[config.mk]
export PLATFORM = sky130hd
export DESIGN_NAME = maxpool2x2_stream
export DESIGN_NICKNAME = d
export VERILOG_FILES = /design/src/rtl/maxpool2x2_stream.sv
export SDC_FILE = /design/constraint.sdc
export NUM_CORES = 1
export LEC_CHECK = 0
export BUFFER_PORTS_ARGS = -buffer_cell sky130_fd_sc_hd__buf_2
export CORE_UTILIZATION = 40
export DETAILED_ROUTE_END_ITERATION = 12
export PLACE_DENSITY = 0.65
export SETUP_SLACK_MARGIN = 0.05
export SKIP_CTS_REPAIR_TIMING = 1
export SYNTH_ARGS = -nofsm -noshare
export SYNTH_HDL_FRONTEND = slang
export SYNTH_SLANG_ARGS = --single-unit
[constraint.sdc]
create_clock -name clk -period 6.8 [get_ports clk]
set_input_delay 0.34 -clock clk [delete_from_list [all_inputs] [get_ports clk]]
set_output_delay 0.34 -clock clk [all_outputs]
set_load 0.03 [all_outputs]
[src/rtl/maxpool2x2_stream.sv]
// Streaming 2x2 / stride-2 max-pool over a raster-order OFM, using a half-row line buffer of horizontal maxima.
// Optional macro POOL_RELU_EN: clamp negative (signed) inputs to zero before pooling.
module maxpool2x2_stream #(
  parameter int IMG_W  = 12,
  parameter int IMG_H  = 12,
  parameter int DATA_W = 36
) (
  input  logic              clk,
  input  logic              rst_n,
  input  logic              in_valid,
  input  logic [DATA_W-1:0] In_OFM,
  output logic              out_valid,
  output logic [DATA_W-1:0] Out_Pool,
  output logic              frame_done
);

  localparam int LB_N  = IMG_W / 2;
  localparam int COL_W = (IMG_W > 1) ? $clog2(IMG_W) : 1;
  localparam int ROW_W = (IMG_H > 1) ? $clog2(IMG_H) : 1;
  localparam int LB_AW = (LB_N > 1) ? $clog2(LB_N) : 1;

  typedef enum logic [1:0] {
    IDLE = 2'd0,
    FILL = 2'd1,
    POOL = 2'd2
  } state_t;

  state_t            state_q, state_d;
  logic [COL_W-1:0]  col_q, col_d;
  logic [ROW_W-1:0]  row_q, row_d;
  logic [DATA_W-1:0] h_hold_q, h_hold_d;
  logic [DATA_W-1:0] line_buf_q [LB_N];
  logic [DATA_W-1:0] line_buf_d [LB_N];
  logic              out_valid_q, out_valid_d;
  logic [DATA_W-1:0] out_pool_q, out_pool_d;
  logic              frame_done_q, frame_done_d;

  logic [DATA_W-1:0] px;
  logic [DATA_W-1:0] h_max;
  logic [DATA_W-1:0] lb_rd;
  logic [DATA_W-1:0] pool_max;
  logic [LB_AW-1:0]  lb_idx;
  logic              last_col;
  logic              last_row;

`ifdef POOL_RELU_EN
  // Once negatives are clamped every operand is >= 0, so an unsigned compare is exact.
  assign px = In_OFM[DATA_W-1] ? '0 : In_OFM;
`else
  assign px = In_OFM;
`endif

  assign lb_idx   = LB_AW'(col_q >> 1);
  assign h_max    = (px > h_hold_q) ? px : h_hold_q;
  assign lb_rd    = line_buf_q[lb_idx];
  assign pool_max = (lb_rd > h_max) ? lb_rd : h_max;
  assign last_col = (col_q == COL_W'(IMG_W - 1));
  assign last_row = (row_q == ROW_W'(IMG_H - 1));

  always_comb begin
    state_d      = state_q;
    col_d        = col_q;
    row_d        = row_q;
    h_hold_d     = h_hold_q;
    line_buf_d   = line_buf_q;
    out_valid_d  = 1'b0;
    out_pool_d   = out_pool_q;
    frame_done_d = 1'b0;

    if (in_valid) begin
      if (last_col) begin
        col_d = '0;
        row_d = last_row ? '0 : row_q + ROW_W'(1);
      end else begin
        col_d = col_q + COL_W'(1);
      end

      if (!col_q[0]) begin
        h_hold_d = px;
      end

      unique case (state_q)
        // IDLE handles the first beat of a frame exactly like FILL so no beat is lost.
        IDLE, FILL: begin
          if (col_q[0]) begin
            line_buf_d[lb_idx] = h_max;
          end
          if (last_col) begin
            state_d = POOL;
          end else begin
            state_d = FILL;
          end
        end
        POOL: begin
          if (col_q[0]) begin
            out_pool_d   = pool_max;
            out_valid_d  = 1'b1;
            frame_done_d = last_col && last_row;
          end
          if (last_col) begin
            state_d = last_row ? IDLE : FILL;
          end
        end
        default: state_d = IDLE;
      endcase
    end
  end

  always_ff @(posedge clk or negedge rst_n) begin
    if (!rst_n) begin
      state_q      <= IDLE;
      col_q        <= '0;
      row_q        <= '0;
      h_hold_q     <= '0;
      out_valid_q  <= 1'b0;
      out_pool_q   <= '0;
      frame_done_q <= 1'b0;
      for (int i = 0; i < LB_N; i++) begin
        line_buf_q[i] <= '0;
      end
    end else begin
      state_q      <= state_d;
      col_q        <= col_d;
      row_q        <= row_d;
      h_hold_q     <= h_hold_d;
      out_valid_q  <= out_valid_d;
      out_pool_q   <= out_pool_d;
      frame_done_q <= frame_done_d;
      for (int i = 0; i < LB_N; i++) begin
        line_buf_q[i] <= line_buf_d[i];
      end
    end
  end

  assign out_valid  = out_valid_q;
  assign Out_Pool   = out_pool_q;
  assign frame_done = frame_done_q;

endmodule

# Word-level counts from Yosys, hierarchy flattened
# Cells that the tools add are included.
# totals
ff_bits,300
input_bits,39
output_inout_bits,38
wordCells,55
# op_classes
n_addsub,2
order_cmp,4
eq_ne,5
n_mux,20
n_bitwise,2
n_reduce_logical,9
# op_table
operator,n
216-bit bitwise mux,1
36-bit 2-to-1 mux,5
36-bit binary-select mux with 3-bit select,1
36-bit demux with 3-bit select,1
36-bit greater-than comparator,2
4-bit by 1-bit adder with 4-bit output (second input constant),2
4-bit == test (second input constant),2
4-bit 2-to-1 mux,2
1-bit 2-to-1 mux,7
2-bit AND reduction,3
3-bit AND reduction,2
4-bit >= comparator (second input constant),1
4-bit by 1-bit < comparator with 1-bit output (second input constant),1
2-bit 2-to-1 mux,2
3-bit NOT with 4-bit output,1
2-bit case mux with 2 select lines,1
2-bit by 1-bit == test with 1-bit output (second input constant),1
2-bit == test (second input constant),1
1-bit logical AND,2
2-bit zero test,1
2-bit inequality test (second input constant),1
2-bit OR reduction,1
1-bit NOT,1

# Logic depth before layout (Yosys ltp)
# logic_depth
word_depth,6
ltp_mapped,21

# Least setup slack after synthesis
# OpenSTA, ideal clock, no wires.
# synth_path
path_kind,register -> register
startpoint,reg h_hold_q[9]
endpoint,reg out_pool_q[10] (netlist: Out_Pool[10])
setup_ns,0.087
arrival_time_ns,4.546
required_time_ns,6.713
slack_ns,2.167
path_stages_with_launch,20
n_path_buf,4
synth_period_minus_slack_ns,4.633
cell_sequence,dfrtp_1 inv_1 ha_1 and4_1 a221o_1 a2111oi_2 o31a_1 buf_6 buf_12 mux2i_4 ha_1 a21oi_1 o21ai_0 a221o_1 a211o_1 a211o_1 a21o_1 buf_2 clkbuf_1 o221ai_2
# synth_between
elab_chain_cells,4
# synth_lines
element,line_no,source
start: declaration,31,"logic [DATA_W-1:0] h_hold_q, h_hold_d;"
start signal: assignment,125,h_hold_q <= h_hold_d;
36-bit greater-than comparator,54,assign h_max = (px > h_hold_q) ? px : h_hold_q;
36-bit 2-to-1 mux *,54,
36-bit greater-than comparator,56,assign pool_max = (lb_rd > h_max) ? lb_rd : h_max;
36-bit 2-to-1 mux *,56,
end signal: assignment,127,out_pool_q <= out_pool_d;
end: declaration,35,"logic [DATA_W-1:0] out_pool_q, out_pool_d;"
# Every way passes the cells marked *; elsewhere a longest branch is shown, timed or not.
# A chain may end at the register's enable or synchronous reset.

# Final worst setup path
# layout_path
startpoint,reg h_hold_q[34]
endpoint,reg out_pool_q[5] (netlist: Out_Pool[5])
# Same word-level chain as after synthesis.

==> results.toml <==
[setup_path]
cp_max_fo = 22
cp.arrival_ns = 6.70
critPathCaptureType = "flip-flop"
crit_path_start_kind = "flip-flop"
worstSetupPathType = "flip-flop to flip-flop"
required_ns = 7.21

[yosys]
synth_edf_count = 0
async_flop_share_pct = 100.0
syn_inst = 1507
synthFlopType = "dfrtp_1"
synth_top_area_share_pct = 50.14
synth_area_leader_cell = "dfrtp_1"
ys_seq_area_share_pct = 50.14
ys_seq_elements = 300
synth_area_leaders = "dfrtp_1 (50%), nand2_1 (9.0%), ha_1 (6.2%)"
syn-num-nets = 1620
synth.distinct_cells = 55
synth_warnings = 0
synth_area_mm2 = 0.01497
syn_avg_cell_area_um2 = 9.936

[run_status]
failed_checks = "hold timing"
status = "finished, violations left"

[grt]
grt_pass1_wl_um = 64300
antenna_found_initial = 0
grt.overflow.total = 0
grt_pass1_vias = 11020
track_usage_pct = 21.57
grt_max_degree = 182

[sta]
drv_slew = 0
worst_slack_ns = 0.5101
maxSlewHeadroom_pct = 30.00
finalHoldViolations = 119
tightest_slew_ns = 1.050
setup_viol = 0
fin_crit_ns = 6.290
rsz0062_at_grt = "false"
max_freq_mhz = 159.0
fin_setup_tns_ns = 0
fin_crit_sh_pct = 92.50
whs_ns = -0.06999
finClkSkew_ns = 0.01951

[power_and_ir_drop]
p_seq_share_pct = 35.8
irDropWorstVdd_mv = 0.2018
power_density_mw_per_mm2 = 478.2
leakage_uw = 0.007806
swShare_pct = 40.05
intPower_uw = 4877
clkPwrFrac_pct = 23.2
fin_total_pwr_uw = 8134
comb_power_share_pct = 41.0
power_switching_uw = 3258

[routing]
vias = 11380
route.detailed.drc = 0
drt_iter0_markers = 782
routed_via_density = 5.564
dr.pass1.iters = 4
ant_nets = 0
wl_per_cell_um = 19.64
finalWirelength_um = 40180

[floorplanning]
row_count = 70
ios = 77
die_w_um = 195.5
dieArea_mm2 = 0.03821
start_util_pct = 40.80
fp.coreArea_mm2 = 0.03670
die_y_um = 195.5

[place]
routabilityCongestion = 0.8203
dpl_worst_slack_ns = 0.5653
numPortBuffers = 76
place.detailed.hpwl_um = 25750

[cts]
cts_tree = "done"
cts_buffers = 34
clk_pin_slew_ns = 0.06
cts.sinks = 300
h-tree-depth = 2
clock_path_buffers = 3
clock-root-buffer = "clkbuf_16"
clk_latency_ns = 0.52

[final_layout]
final_nets = 1670
fin_util_pct = 46.36
nFillCells = 3341
n_antenna_cell = 0
drive_gt1_share_pct = 15.84
area_delta_synth_final_pct = 13.61
multiInputGateArea_mm2 = 0.006908
final_common_cell = "nand2_1"
final_cell_mix = "nand2_1 (355), dfrtp_1 (299), o21ai_1 (183)"
register_area_mm2 = 0.007508

[flow_run]
cap_violations = 0

[min_path]
hold_class = "input pin to asynchronous set/reset pin"
-- cell families after synthesis --
group / share of synthesized area, %
AND/OR/NAND/NOR: 13.10
AO/OA/AOI/OAI: 18.76
buffers and inverters: 4.178
adder cells (fa/ha/maj): 6.184
multiplexers: 7.638
flip-flops: 50.14
-- worst paths after layout --
check,endpoint,cells after the start,startpoint,slack (ns)
worst max-delay path,Out_Pool[5],16,h_hold_q[34],0.51
min in group clk,h_hold_q[27],3,In_OFM[27],0.07
worst min register to register,line_buf_q[77],2,line_buf_q[77],0.47
max in group asynchronous,col_q[1],2,rst_n,5.31
worst max register to register,Out_Pool[5],16,h_hold_q[34],0.51
worst min-delay path,h_hold_q[18],1,rst_n,-0.07
-- sequential cells by signal, summed over array words and instances (netlist names) --
register    count
col_q           4
Out_Pool       36
row_q           4
line_buf_q    216
state_q         2
out_valid       1
h_hold_q       36
frame_done      1
-- metrics by stage --
| stage | cells | instance area (um2) |
|---|---|---|
| after detailed placement | 1989 | 15870 |
| after CTS | 2046 | 17010 |
| final | 2046 | 17010 |
| after floorplan | 1507 | 14970 |
| after global placement | 1989 | 15870 |
| after global routing | 2046 | 17010 |
-- metal layers --
| layer | track usage [%] | wire length [um] | vias up |
|---|---|---|---|
| met3 | 2.349 | 1669 | 51 |
| met1 | 29.84 | 18430 | 5621 |
| li1 | - | - | 5456 |
| met2 | 36.23 | 19400 | 256 |
| met5 | 0 | 0 | - |
| met4 | 5.220 | 678 | 0 |
-- worst max-delay path, stage by stage, from the launching register on --
cell and delay, ns:
dfrtp_1 0.44, inv_1 0.09, ha_1 0.35, nand4_2 0.15
or4_4 0.64, nor3_2 0.34, a21o_1 0.21, o31a_2 0.20
buf_12 0.29, mux2i_1 0.61, ha_1 0.29, nand4_1 0.19
nor4_1 0.78, a31oi_1 0.53, a21o_2 0.53, buf_4 0.27
o221ai_1 0.20
-- cell usage after synthesis, drive strengths merged, types with 2 or more instances --
cell type  instances
a211o              2
a21o               6
a21oi             33
a221o              2
a22oi             61
a31oi              3
and2               3
and3               2
and4               2
buf               16
clkbuf            78
dfrtp            300
ha                74
inv               53
mux2               3
mux2i             63
mux4               5
nand2            362
nand2b             3
nand3             34
nand4             21
nor2              20
nor2b              6
nor3               7
nor4               3
o211ai             7
o21a               3
o21ai            278
o221ai            38
o22ai              5
or4                2
-- layout make-up --
type / count / share of cell area, %
clock buffers: 47 / 5.958
well taps: 468 / 3.442
flip-flops and latches: 300 / 44.14
multi-input cells: 1059 / 40.61
clock inverters: 10 / 0.7355
repair buffers: 108 / 3.928
inverters: 54 / 1.192
-- power by group through the flow --
| stage | Combinational [uW] | Clock [uW] | Sequential [uW] |
|---|---|---|---|
| floorplan | 2370 | 0 | 2870 |
| global placement | 3250 | 0 | 2900 |
| detailed placement | 3320 | 0 | 2940 |
| CTS | 3340 | 1910 | 2910 |
| global route | 3720 | 1980 | 2990 |
| finish | 3330 | 1890 | 2910 |
No activity file was read; power rests on OpenSTA's default activity.
